[src/rtl/debug_uart_pkg.sv]
// Shared constants and types for the debug UART receiver: register offsets,
// STATUS bit positions, receive FSM states and divisor clamping.
package debug_uart_pkg;

    localparam logic [1:0] REG_DATA   = 2'd0;
    localparam logic [1:0] REG_STATUS = 2'd1;
    localparam logic [1:0] REG_DIV    = 2'd2;

    localparam int STAT_NOT_EMPTY = 0;
    localparam int STAT_OVERRUN   = 1;
    localparam int STAT_FRAME_ERR = 2;
    localparam int STAT_COUNT_LSB = 8;

    localparam logic [15:0] MIN_DIV = 16'd2;

    typedef enum logic [1:0] {
        IDLE,
        START,
        DATA,
        STOP
    } rx_state_t;

    // The half-bit start delay is d>>1, so a divisor below 2 would never tick.
    function automatic logic [15:0] clamp_div(input logic [15:0] v);
        return (v < MIN_DIV) ? MIN_DIV : v;
    endfunction

endpackage

[src/rtl/debug_rx_fifo.sv]
// Byte FIFO with show-ahead read data. Pop is resolved before push, so a
// full FIFO accepts a push in the same cycle as a pop.
module debug_rx_fifo #(
    parameter int DEPTH = 16
) (
    input  logic                     clk_i,
    input  logic                     rst_i,
    input  logic                     push_i,
    input  logic                     pop_i,
    input  logic [7:0]               wdata_i,
    output logic [7:0]               rdata_o,
    output logic                     empty_o,
    output logic                     full_o,
    output logic [$clog2(DEPTH):0]   count_o
);

    localparam int AW = $clog2(DEPTH);
    localparam logic [AW:0] PTR_ONE = {{AW{1'b0}}, 1'b1};

    logic [7:0]  mem_q [DEPTH];
    logic [AW:0] wr_ptr_q, wr_ptr_d;
    logic [AW:0] rd_ptr_q, rd_ptr_d;
    logic        pop_ok, push_ok;

    assign empty_o = (wr_ptr_q == rd_ptr_q);
    assign full_o  = (wr_ptr_q[AW] != rd_ptr_q[AW]) &&
                     (wr_ptr_q[AW-1:0] == rd_ptr_q[AW-1:0]);
    assign count_o = wr_ptr_q - rd_ptr_q;
    assign rdata_o = mem_q[rd_ptr_q[AW-1:0]];

    assign pop_ok  = pop_i && !empty_o;
    assign push_ok = push_i && (!full_o || pop_ok);

    always_comb begin
        wr_ptr_d = wr_ptr_q;
        rd_ptr_d = rd_ptr_q;
        if (push_ok) wr_ptr_d = wr_ptr_q + PTR_ONE;
        if (pop_ok)  rd_ptr_d = rd_ptr_q + PTR_ONE;
    end

    always_ff @(posedge clk_i) begin
        if (rst_i) begin
            wr_ptr_q <= '0;
            rd_ptr_q <= '0;
        end else begin
            wr_ptr_q <= wr_ptr_d;
            rd_ptr_q <= rd_ptr_d;
        end
    end

    always_ff @(posedge clk_i) begin
        if (push_ok) mem_q[wr_ptr_q[AW-1:0]] <= wdata_i;
    end

endmodule

[src/rtl/debug_uart_rx.sv]
// Memory-mapped 8N1 receiver for the debug port: synchroniser, receive FSM,
// byte FIFO and a four-word register window.
//   state | meaning
//   IDLE  | waiting for a falling edge on the synchronised line
//   START | half a bit in, confirm the start bit (high = glitch)
//   DATA  | sample 8 data bits, LSB first, one per bit time
//   STOP  | sample stop bit: high pushes the byte, low flags a framing error
module debug_uart_rx
    import debug_uart_pkg::*;
#(
    parameter logic [31:0] BASE_ADDR   = 32'hf00000e0,
    parameter int          FIFO_DEPTH  = 16,
    parameter logic [15:0] DEFAULT_DIV = 16'd434
) (
    input  logic        clk_i,
    input  logic        rst_i,
    input  logic        rx_i,
    input  logic        stb_i,
    input  logic [31:0] addr_i,
    input  logic [3:0]  we_i,
    input  logic [31:0] data_i,
    output logic [31:0] data_o,
    output logic        irq_o
);

    localparam int CW = $clog2(FIFO_DEPTH) + 1;

    logic          sync1_q, rxs_q, rxs_prev_q;
    rx_state_t     state_q, state_d;
    logic [15:0]   cnt_q, cnt_d;
    logic [15:0]   d_q, d_d;
    logic [2:0]    bit_q, bit_d;
    logic [7:0]    shreg_q, shreg_d;
    logic [15:0]   div_q, div_d;
    logic          overrun_q, overrun_d;
    logic          frame_err_q, frame_err_d;
    logic [31:0]   data_q, data_d;
    logic          irq_q, irq_d;

    logic          tick, push_req, frame_set, overrun_set;
    logic          hit, rd, wr, pop_req, stat_clr;
    logic [1:0]    off;
    logic [7:0]    fifo_rdata;
    logic          fifo_empty, fifo_full;
    logic [CW-1:0] fifo_count;
    logic [7:0]    count8;
    logic          unused_bits;

    assign unused_bits = ^{addr_i[1:0], data_i[31:16], we_i[3:2]};

    debug_rx_fifo #(.DEPTH(FIFO_DEPTH)) u_fifo (
        .clk_i   (clk_i),
        .rst_i   (rst_i),
        .push_i  (push_req),
        .pop_i   (pop_req),
        .wdata_i (shreg_q),
        .rdata_o (fifo_rdata),
        .empty_o (fifo_empty),
        .full_o  (fifo_full),
        .count_o (fifo_count)
    );

    assign count8 = 8'(fifo_count);

    // The counter is loaded with a bit time and the event fires on the cycle
    // it would reach zero, so the sampling period is exactly d clocks.
    assign tick = (cnt_q == 16'd1);

    always_comb begin
        state_d   = state_q;
        cnt_d     = cnt_q;
        d_d       = d_q;
        bit_d     = bit_q;
        shreg_d   = shreg_q;
        push_req  = 1'b0;
        frame_set = 1'b0;
        case (state_q)
            IDLE: begin
                if (rxs_prev_q && !rxs_q) begin
                    d_d     = div_q;
                    cnt_d   = div_q >> 1;
                    state_d = START;
                end
            end
            START: begin
                if (tick) begin
                    if (!rxs_q) begin
                        cnt_d   = d_q;
                        bit_d   = 3'd0;
                        state_d = DATA;
                    end else begin
                        state_d = IDLE;
                    end
                end else begin
                    cnt_d = cnt_q - 16'd1;
                end
            end
            DATA: begin
                if (tick) begin
                    shreg_d = {rxs_q, shreg_q[7:1]};
                    cnt_d   = d_q;
                    bit_d   = bit_q + 3'd1;
                    if (bit_q == 3'd7) state_d = STOP;
                end else begin
                    cnt_d = cnt_q - 16'd1;
                end
            end
            STOP: begin
                if (tick) begin
                    push_req  = rxs_q;
                    frame_set = !rxs_q;
                    state_d   = IDLE;
                end else begin
                    cnt_d = cnt_q - 16'd1;
                end
            end
            default: state_d = IDLE;
        endcase
    end

    assign hit      = (addr_i[31:4] == BASE_ADDR[31:4]);
    assign off      = addr_i[3:2];
    assign rd       = stb_i && hit && (we_i == 4'b0000);
    assign wr       = stb_i && hit && (we_i != 4'b0000);
    assign pop_req  = rd && (off == REG_DATA) && !fifo_empty;
    assign stat_clr = wr && (off == REG_STATUS) && we_i[0];

    // A pop in the same cycle frees a slot, so only a push with no pop overruns.
    assign overrun_set = push_req && fifo_full && !pop_req;

    always_comb begin
        overrun_d   = overrun_set || (overrun_q && !(stat_clr && data_i[STAT_OVERRUN]));
        frame_err_d = frame_set || (frame_err_q && !(stat_clr && data_i[STAT_FRAME_ERR]));
        div_d       = div_q;
        if (wr && (off == REG_DIV) && (we_i[1:0] == 2'b11))
            div_d = clamp_div(data_i[15:0]);
        data_d = data_q;
        if (rd) begin
            case (off)
                REG_DATA:   data_d = fifo_empty ? 32'd0 : {24'd0, fifo_rdata};
                REG_STATUS: data_d = {16'd0, count8, 5'd0, frame_err_q, overrun_q, !fifo_empty};
                REG_DIV:    data_d = {16'd0, div_q};
                default:    data_d = 32'd0;
            endcase
        end
        irq_d = !fifo_empty;
    end

    always_ff @(posedge clk_i) begin
        if (rst_i) begin
            sync1_q     <= 1'b1;
            rxs_q       <= 1'b1;
            rxs_prev_q  <= 1'b1;
            state_q     <= IDLE;
            cnt_q       <= '0;
            d_q         <= DEFAULT_DIV;
            bit_q       <= '0;
            shreg_q     <= '0;
            div_q       <= DEFAULT_DIV;
            overrun_q   <= 1'b0;
            frame_err_q <= 1'b0;
            data_q      <= '0;
            irq_q       <= 1'b0;
        end else begin
            sync1_q     <= rx_i;
            rxs_q       <= sync1_q;
            rxs_prev_q  <= rxs_q;
            state_q     <= state_d;
            cnt_q       <= cnt_d;
            d_q         <= d_d;
            bit_q       <= bit_d;
            shreg_q     <= shreg_d;
            div_q       <= div_d;
            overrun_q   <= overrun_d;
            frame_err_q <= frame_err_d;
            data_q      <= data_d;
            irq_q       <= irq_d;
        end
    end

    assign data_o = data_q;
    assign irq_o  = irq_q;

endmodule
[config.mk]
export PLATFORM = sky130hd
export DESIGN_NAME = debug_uart_rx
export DESIGN_NICKNAME = d
export VERILOG_FILES = /design/src/rtl/debug_uart_pkg.sv /design/src/rtl/debug_rx_fifo.sv /design/src/rtl/debug_uart_rx.sv
export SDC_FILE = /design/constraint.sdc
export NUM_CORES = 1
export LEC_CHECK = 0
export BUFFER_PORTS_ARGS = -buffer_cell sky130_fd_sc_hd__buf_2
export CAP_MARGIN = 20
export CORE_ASPECT_RATIO = 0.5
export CORE_MARGIN = 1.5
export CORE_UTILIZATION = 30
export DETAILED_ROUTE_END_ITERATION = 12
export GPL_TIMING_DRIVEN = 0
export PLACE_DENSITY_LB_ADDON = 0.12
export SETUP_SLACK_MARGIN = 0.4
export SLEW_MARGIN = 20
export SYNTH_ARGS = -nofsm -noshare
export SYNTH_HDL_FRONTEND = slang
export SYNTH_SLANG_ARGS = --single-unit
[constraint.sdc]
create_clock -name clk_i -period 6.2 [get_ports clk_i]
set_clock_uncertainty 0.05 [all_clocks]
set_input_delay 0 -clock clk_i [delete_from_list [all_inputs] [get_ports clk_i]]
set_output_delay 0 -clock clk_i [all_outputs]
set_load 0.1 [all_outputs]
==> results of run 1 <==
-- logic make-up after synthesis --
family | after synthesis
adder cells (fa/ha/maj) | 19
flip-flops | 225
AO/OA/AOI/OAI | 165
XOR/XNOR | 9
buffers and inverters | 92
other | 1
multiplexers | 73
AND/OR/NAND/NOR | 240
-- worst max-delay path by stage --
stage | to | slack (ns)
after floorplan | u_fifo.mem_q[7][0] | 3.21
after global placement | u_fifo.mem_q[0][2] | 2.59
after detailed placement | u_fifo.mem_q[0][2] | 2.59
after CTS | u_fifo.mem_q[0][6] | 2.58
after global routing | u_fifo.mem_q[2][4] | 2.34
final | u_fifo.mem_q[2][4] | 2.62
-- power by group through the flow --
stage,sequential [mW],clock [mW],combinational [mW]
CTS,1.60,1.61,0.452
finish,1.60,1.57,0.455
floorplan,1.63,0,0.316
global route,1.60,1.67,0.493
global placement,1.63,0,0.432
detailed placement,1.63,0,0.439
-- sequential cells by signal (all words and copies together), names as in the netlist, 3 cells and up, named ones only --
register and flops:
shreg_q 8, u_fifo.wr_ptr_q 5, cnt_q 16, u_fifo.mem_q 128, d_q 16, bit_q 3, u_fifo.rd_ptr_q 5, data_o 16
div_q 16
-- worst max-delay path: cells and delay by family, from the launching register on --
kind	cells	cell delay [ns]
compound gates	2	0.80
fa+ha+maj	1	0.36
buf+inv	1	0.17
flops	1	0.51
simple gates	3	1.30
-- area by class of cell --
type,instances,area (sq um)
clock buffers,25,604
well taps,441,552
clock inverters,18,253
plain buffers,70,365
fillers,3298,20900
flip-flops and latches,225,5790
inverters,22,82.6
repair buffers,96,606
multi-input cells,522,3990
-- per-layer routing --
layer | vias to the layer above | routed length, microns
met3 | 42 | 1290
met5 | - | 0
met2 | 152 | 14400
met1 | 3609 | 14000
li1 | 3428 | -
met4 | 0 | 586
-- layout by cell type (no fill, tap or decap), types with 13 or more instances in the layout --
cell type,instances
edfxtp_1,128
dfxtp_1,97
buf_2,75
nand2_1,54
nor2_1,53
a21oi_1,42
clkbuf_1,34
mux2i_1,33
mux4_2,32
nand3_1,28
dlygate4sd3_1,25
clkbuf_16,24
o21ai_0,23
inv_1,22
ha_1,18
nor3_1,17
buf_4,17
conb_1,16
and3_1,13
-- through the flow --
stage / area [sq um] / hold slack (ns) / worst slack [ns]
floorplan: 10200 / 0.0538 / 3.21
global placement: 11100 / 0.134 / 2.59
detailed placement: 11100 / 0.137 / 2.59
CTS: 12200 / 0.0220 / 2.58
global route: 12200 / 0.0681 / 2.34
finish: 12200 / 0.0600 / 2.62
-- timing repair --
action,CTS,global route
setup endpoints to repair,0,0
hold buffers,25,0
hold endpoints to repair,22,0
==> impl_metrics.yaml, run 1 <==
pwr:
  cellLeakagePower_nw: 4.31
  sw_frac_of_total_pct: 26.7
  peakVddDrop_mv: 0.165
  p_switching_mw: 0.969
  pwr-share-seq_pct: 44.1
  power_density_mw_per_mm2: 297
  p_clk_share_pct: 43.4
  p_int_mw: 2.66
  total_power_mw: 3.63
  power_frac_comb_pct: 12.5
clock_tree:
  clkSinkCount: 225
  path_clk_slew_ns: 0.07
  cts_setup_buffers: 0
  cts_made_buffers: 24
  clk_latency_ns: 0.55
  cts_tree: "done"
  clockRootBuffer: "clkbuf_16"
  clk_path_buf_depth: 3
  cts_repair_resize_count: 0
  h-tree-depth: 1
yosys:
  synth_xor_xnor_area_share_pct: 0.777
  synth-compound-area-share_pct: 11.6
  synthSimpleGateAreaFrac_pct: 12.5
  dominantRegCellSynth: "edfxtp_1"
  ys_warn_count: 0
  synth_top_family_by_area: "simple AND/OR/NAND/NOR gates"
  yosys.area_share.adder_pct: 2.42
  synthMuxAreaShare_pct: 11.2
  ys_ff_latch: 225
  ys_seq_area_share_pct: 57.0
  netlist_instances: 824
  synth_edf_count: 128
  syn_area_sq_mm: 0.0102
  yosysMostFrequentCell: "edfxtp_1"
  avgSynthCellArea_sq_um: 12.3
  synth_commonest_cells: "128 x edfxtp_1, 97 x dfxtp_1, 54 x nand2_1"
  synthArstFlopShare_pct: 0
  synth_cell_types: 74
  ys_top_cells_by_area: "edfxtp_1 38%, dfxtp_1 19%, mux4_2 7.1%"
  yosysTopAreaCell: "edfxtp_1"
  netlist.area_leader.share_pct: 37.9
layout:
  nets: 1052
  n_antenna_cell: 0
  drive_gt1_share_pct: 20.1
  syn_to_final_growth_pct: 20.6
  fin_util_pct: 36.9
  fin_cells: 1419
setup_path:
  start_kind: "register"
  crit-reg2reg-launch: "u_fifo.wr_ptr_q[2]"
  critical_path.max_stage_delay_ns: 0.54
  cp_max_fo: 10
  worstRegToRegCells: 7
  cp-end-kind: "register"
  cp-startpoint: "u_fifo.wr_ptr_q[2]"
  crit_chain: "ha_1 -> and4_1 -> a21boi_0 -> nand4_1 -> a21boi_4 -> buf_6 -> and3_1"
  reg2reg_to: "u_fifo.mem_q[2][4]"
  crit_type: "register to register"
  reg2reg_setup_slack_ns: 2.62
  worstPathArrival_ns: 3.70
  crit_required_ns: 6.32
  crit_slowest_cell: "and3_1"
timing:
  setup_viol: 0
  fin_crit_ns: 3.58
  slew_headroom_pct: 35.8
  fmax_ghz: 0.279
  finalCritPeriodShare_pct: 57.7
  grt_setup_unrepaired: "false"
  worst_pin_slew_ns: 0.963
  hold_viol: 0
  setup_tns_ns: 0
  maxSlewViolCount: 0
hold_path:
  whs_endpoint: "cnt_q[8]"
  hold_path_class: "input port to register"
  hold_path_depth: 4
  holdCritStartpoint: "rst_i"
global_routing:
  grt_use_met3_pct: 2.98
  grtUsageMet2_pct: 29.0
  grt_use_total_pct: 17.3
  use_met1_pct: 23.5
  grt_pass1_wl_mm: 45.5
  overflow: 0
  top_usage_layer: "met2"
  antenna_found_initial: 0
  grt_pass1_vias: 7207
  grt_max_degree: 19
route:
  drt-wirelength-per-cell_microns: 21.3
  drt-initial-drc-count: 535
  ant_nets: 0
  vias: 7231
  first_pass_iters: 5
  viasPerCell: 5.10
  drc: 0
  wl_mm: 30.3
floorplan:
  num_rows: 47
  fp.dieArea_sq_mm: 0.0350
  core_sq_mm: 0.0332
  die_y_microns: 133
  io_pins: 105
  initial_core_util_pct: 30.6
  die_width_microns: 263
placed_design:
  placedCellCount: 1351
  hpwlAfterDp_mm: 21.5
  portBuffers: 70
  globalplace.congestion: 0.892
job:
  cap_violations: 0
run_status:
  status: "finished, final reports clean"
No activity file was read; power rests on OpenSTA's default activity.
==> inputs of run 2 (changes only) <==
--- a/config.mk
+++ b/config.mk
@@ -5,6 +5,7 @@
 export SDC_FILE = /design/constraint.sdc
 export NUM_CORES = 1
 export LEC_CHECK = 0
+export ABC_AREA = 1
 export BUFFER_PORTS_ARGS = -buffer_cell sky130_fd_sc_hd__buf_2
 export CAP_MARGIN = 20
 export CORE_ASPECT_RATIO = 0.5
==> constraint.sdc (replaced) <==
create_clock -name clk_i -period 3.5 [get_ports clk_i]
set_clock_uncertainty 0.05 [all_clocks]
set_input_delay 0 -clock clk_i [delete_from_list [all_inputs] [get_ports clk_i]]
set_output_delay 0 -clock clk_i [all_outputs]
set_load 0.1 [all_outputs]
==> impl_metrics.yaml, run 2 <==
timing:
  slew_headroom_pct: 33.3
  fmax_ghz: 0.339
  finalCritPeriodShare_pct: 84.4
  setup_tns_ns: 0
  grt_setup_unrepaired: "false"
  fin_crit_ns: 2.95
  maxSlewViolCount: 0
  worst_pin_slew_ns: 0.998
  hold_viol: 0
  setup_viol: 0
job:
  cap_violations: 0
layout:
  largest_reg_flops: 128
  regArea_sq_mm: 0.00579
  fillers: 3543
  syn_to_final_growth_pct: 20.5
  final_common_cell: "nand2_1"
  nets: 1424
  n_antenna_cell: 0
  drive_gt1_share_pct: 12.5
  multi_input_area_sq_mm: 0.00406
  layout_common_cells: "215 x nand2_1, 185 x nor2_1, 128 x edfxtp_1, 99 x o21ai_0"
  final_cell_area_sq_mm: 0.0126
yosys:
  synth_cell_types: 43
  ys_seq_area_share_pct: 55.1
  dominantRegCellSynth: "edfxtp_1"
  ys_warn_count: 0
  yosysMostFrequentCell: "nand2_1"
  yosysTopAreaCell: "edfxtp_1"
  ys_ff_latch: 225
  syn_area_sq_mm: 0.0105
  synth_edf_count: 128
  ys_top_cells_by_area: "edfxtp_1 37%, dfxtp_1 19%, nand2_1 7.7%"
  avgSynthCellArea_sq_um: 8.85
  netlist_instances: 1186
  synthArstFlopShare_pct: 0
  netlist.area_leader.share_pct: 36.6
  synth_commonest_cells: "215 x nand2_1, 186 x nor2_1, 128 x edfxtp_1"
placed_design:
  portBuffers: 69
  globalplace.congestion: 0.861
  placed_area_sq_mm: 0.0115
  hpwlAfterDp_mm: 22.7
floorplan:
  num_rows: 48
  io_pins: 105
  die_width_microns: 267
  core_sq_mm: 0.0345
  die_y_microns: 135
  initial_core_util_pct: 30.4
  fp.dieArea_sq_mm: 0.0362
clock_tree:
  clockRootBuffer: "clkbuf_16"
  clkSinkCount: 225
  cts_made_buffers: 24
  h-tree-depth: 1
  path_clk_slew_ns: 0.06
  cts_setup_buffers: 0
  clk_latency_ns: 0.54
  cts_tree: "done"
  clk_path_buf_depth: 3
route:
  ant_nets: 0
  drt-wirelength-per-cell_microns: 17.2
  first_pass_iters: 5
  wl_mm: 31.4
  viasPerCell: 4.74
  drc: 0
  vias: 8660
  drt-initial-drc-count: 574
setup_path:
  crit_required_ns: 3.60
  worstRegToRegCells: 9
  cp_max_fo: 10
  start_kind: "register"
  cp-end-kind: "register"
  crit_type: "register to register"
  worstPathArrival_ns: 3.06
global_routing:
  grt_max_degree: 19
  grt_use_total_pct: 17.4
  grt_pass1_wl_mm: 48.0
  grt_pass1_vias: 8318
  overflow: 0
  antenna_found_initial: 0
pwr:
  p_int_mw: 4.77
  total_power_mw: 6.83
  power_density_mw_per_mm2: 540
  pwr-share-seq_pct: 43.3
  p_switching_mw: 2.06
  power_frac_comb_pct: 19.4
  sw_frac_of_total_pct: 30.2
  p_clk_share_pct: 37.3
  peakVddDrop_mv: 0.333
  cellLeakagePower_nw: 4.67
hold_path:
  hold_path_depth: 7
  hold_path_class: "input port to register"
run_status:
  status: "finished, final reports clean"
[run 2: layout make-up]
type	instances	area share, %
Tap cell	475	4.70
Timing Repair Buffer	106	5.66
Clock buffer	31	5.20
Multi-Input combinational cell	812	32.1
Clock inverter	13	1.00
Inverter	102	3.03
Buffer	62	2.58
Sequential cell	225	45.8
[run 2: path summary, 6_finish.rpt]
| kind | from | endpoint | slack (ns) |
|---|---|---|---|
| max reg2reg | u_fifo.wr_ptr_q[0] | u_fifo.mem_q[0][5] | 0.55 |
| max | u_fifo.wr_ptr_q[0] | u_fifo.mem_q[0][5] | 0.55 |
| min reg2reg | sync1_q | rxs_q | 0.36 |
| min | addr_i[8] | data_o[9] | 0.01 |
[run 2: kinds of logic (layout without fill, tap and decap cells)]
kind of cell / after synthesis / after routing / share of synthesized area [%]
xor gates and xnor gates: 17 / 17 / 1.42
buffers and inverters: 164 / 314 / 6.76
other: 1 / 16 / 0.0357
adders and majority gates: 19 / 19 / 2.34
AOI/OAI and AO/OA: 239 / 239 / 12.6
DFF: 225 / 225 / 55.1
and+or+nand+nor: 521 / 521 / 21.7
[run 2: worst max-delay path: stages, from the launching register on]
cell and delay, ns:
dfxtp_1 0.40, inv_1 0.13, ha_1 0.34, nand4_1 0.11, nor2_1 0.09, nor2_2 0.27
nand2_4 0.14, nand2_8 0.12, nand3_2 0.13, nor2_1 0.79
[run 2: power by group through the flow]
stage	Sequential (mW)	Clock, mW	Combinational [mW]
after floorplan	2.98	0	0.998
after global placement	3.01	0	1.29
after detailed placement	3.01	0	1.30
after CTS	2.95	2.63	1.33
after global routing	2.97	2.72	1.50
final	2.95	2.55	1.33
[run 2: per-layer routing]
layer / up-vias / track usage (%) / part of all wire (%)
met5: - / 0 / 0
met3: 47 / 2.71 / 4.3
met4: 0 / 4.36 / 2.1
li1: 4268 / - / -
met2: 185 / 29.7 / 48
met1: 4160 / 23.2 / 46
[run 2: what timing repair did]
action / 4_1_cts / 5_1_grt
gates resized for setup: 0 / 1
hold buffers: 37 / 0
hold endpoints to repair: 31 / 0
setup endpoints to repair: 0 / 8
[run 2: metrics by stage]
| step | hold WS [ns] | util, % | std cells | setup WS, ns |
|---|---|---|---|---|
| floorplan | 0.0538 | - | 1201 | 1.31 |
| global placement | 0.148 | 33.3 | 1745 | 0.582 |
| detailed placement | 0.146 | 33.3 | 1745 | 0.495 |
| CTS | 0.000659 | 36.7 | 1826 | 0.499 |
| global route | 0.0650 | 36.7 | 1826 | 0.399 |
| finish | 0.0144 | 36.7 | 1826 | 0.547 |
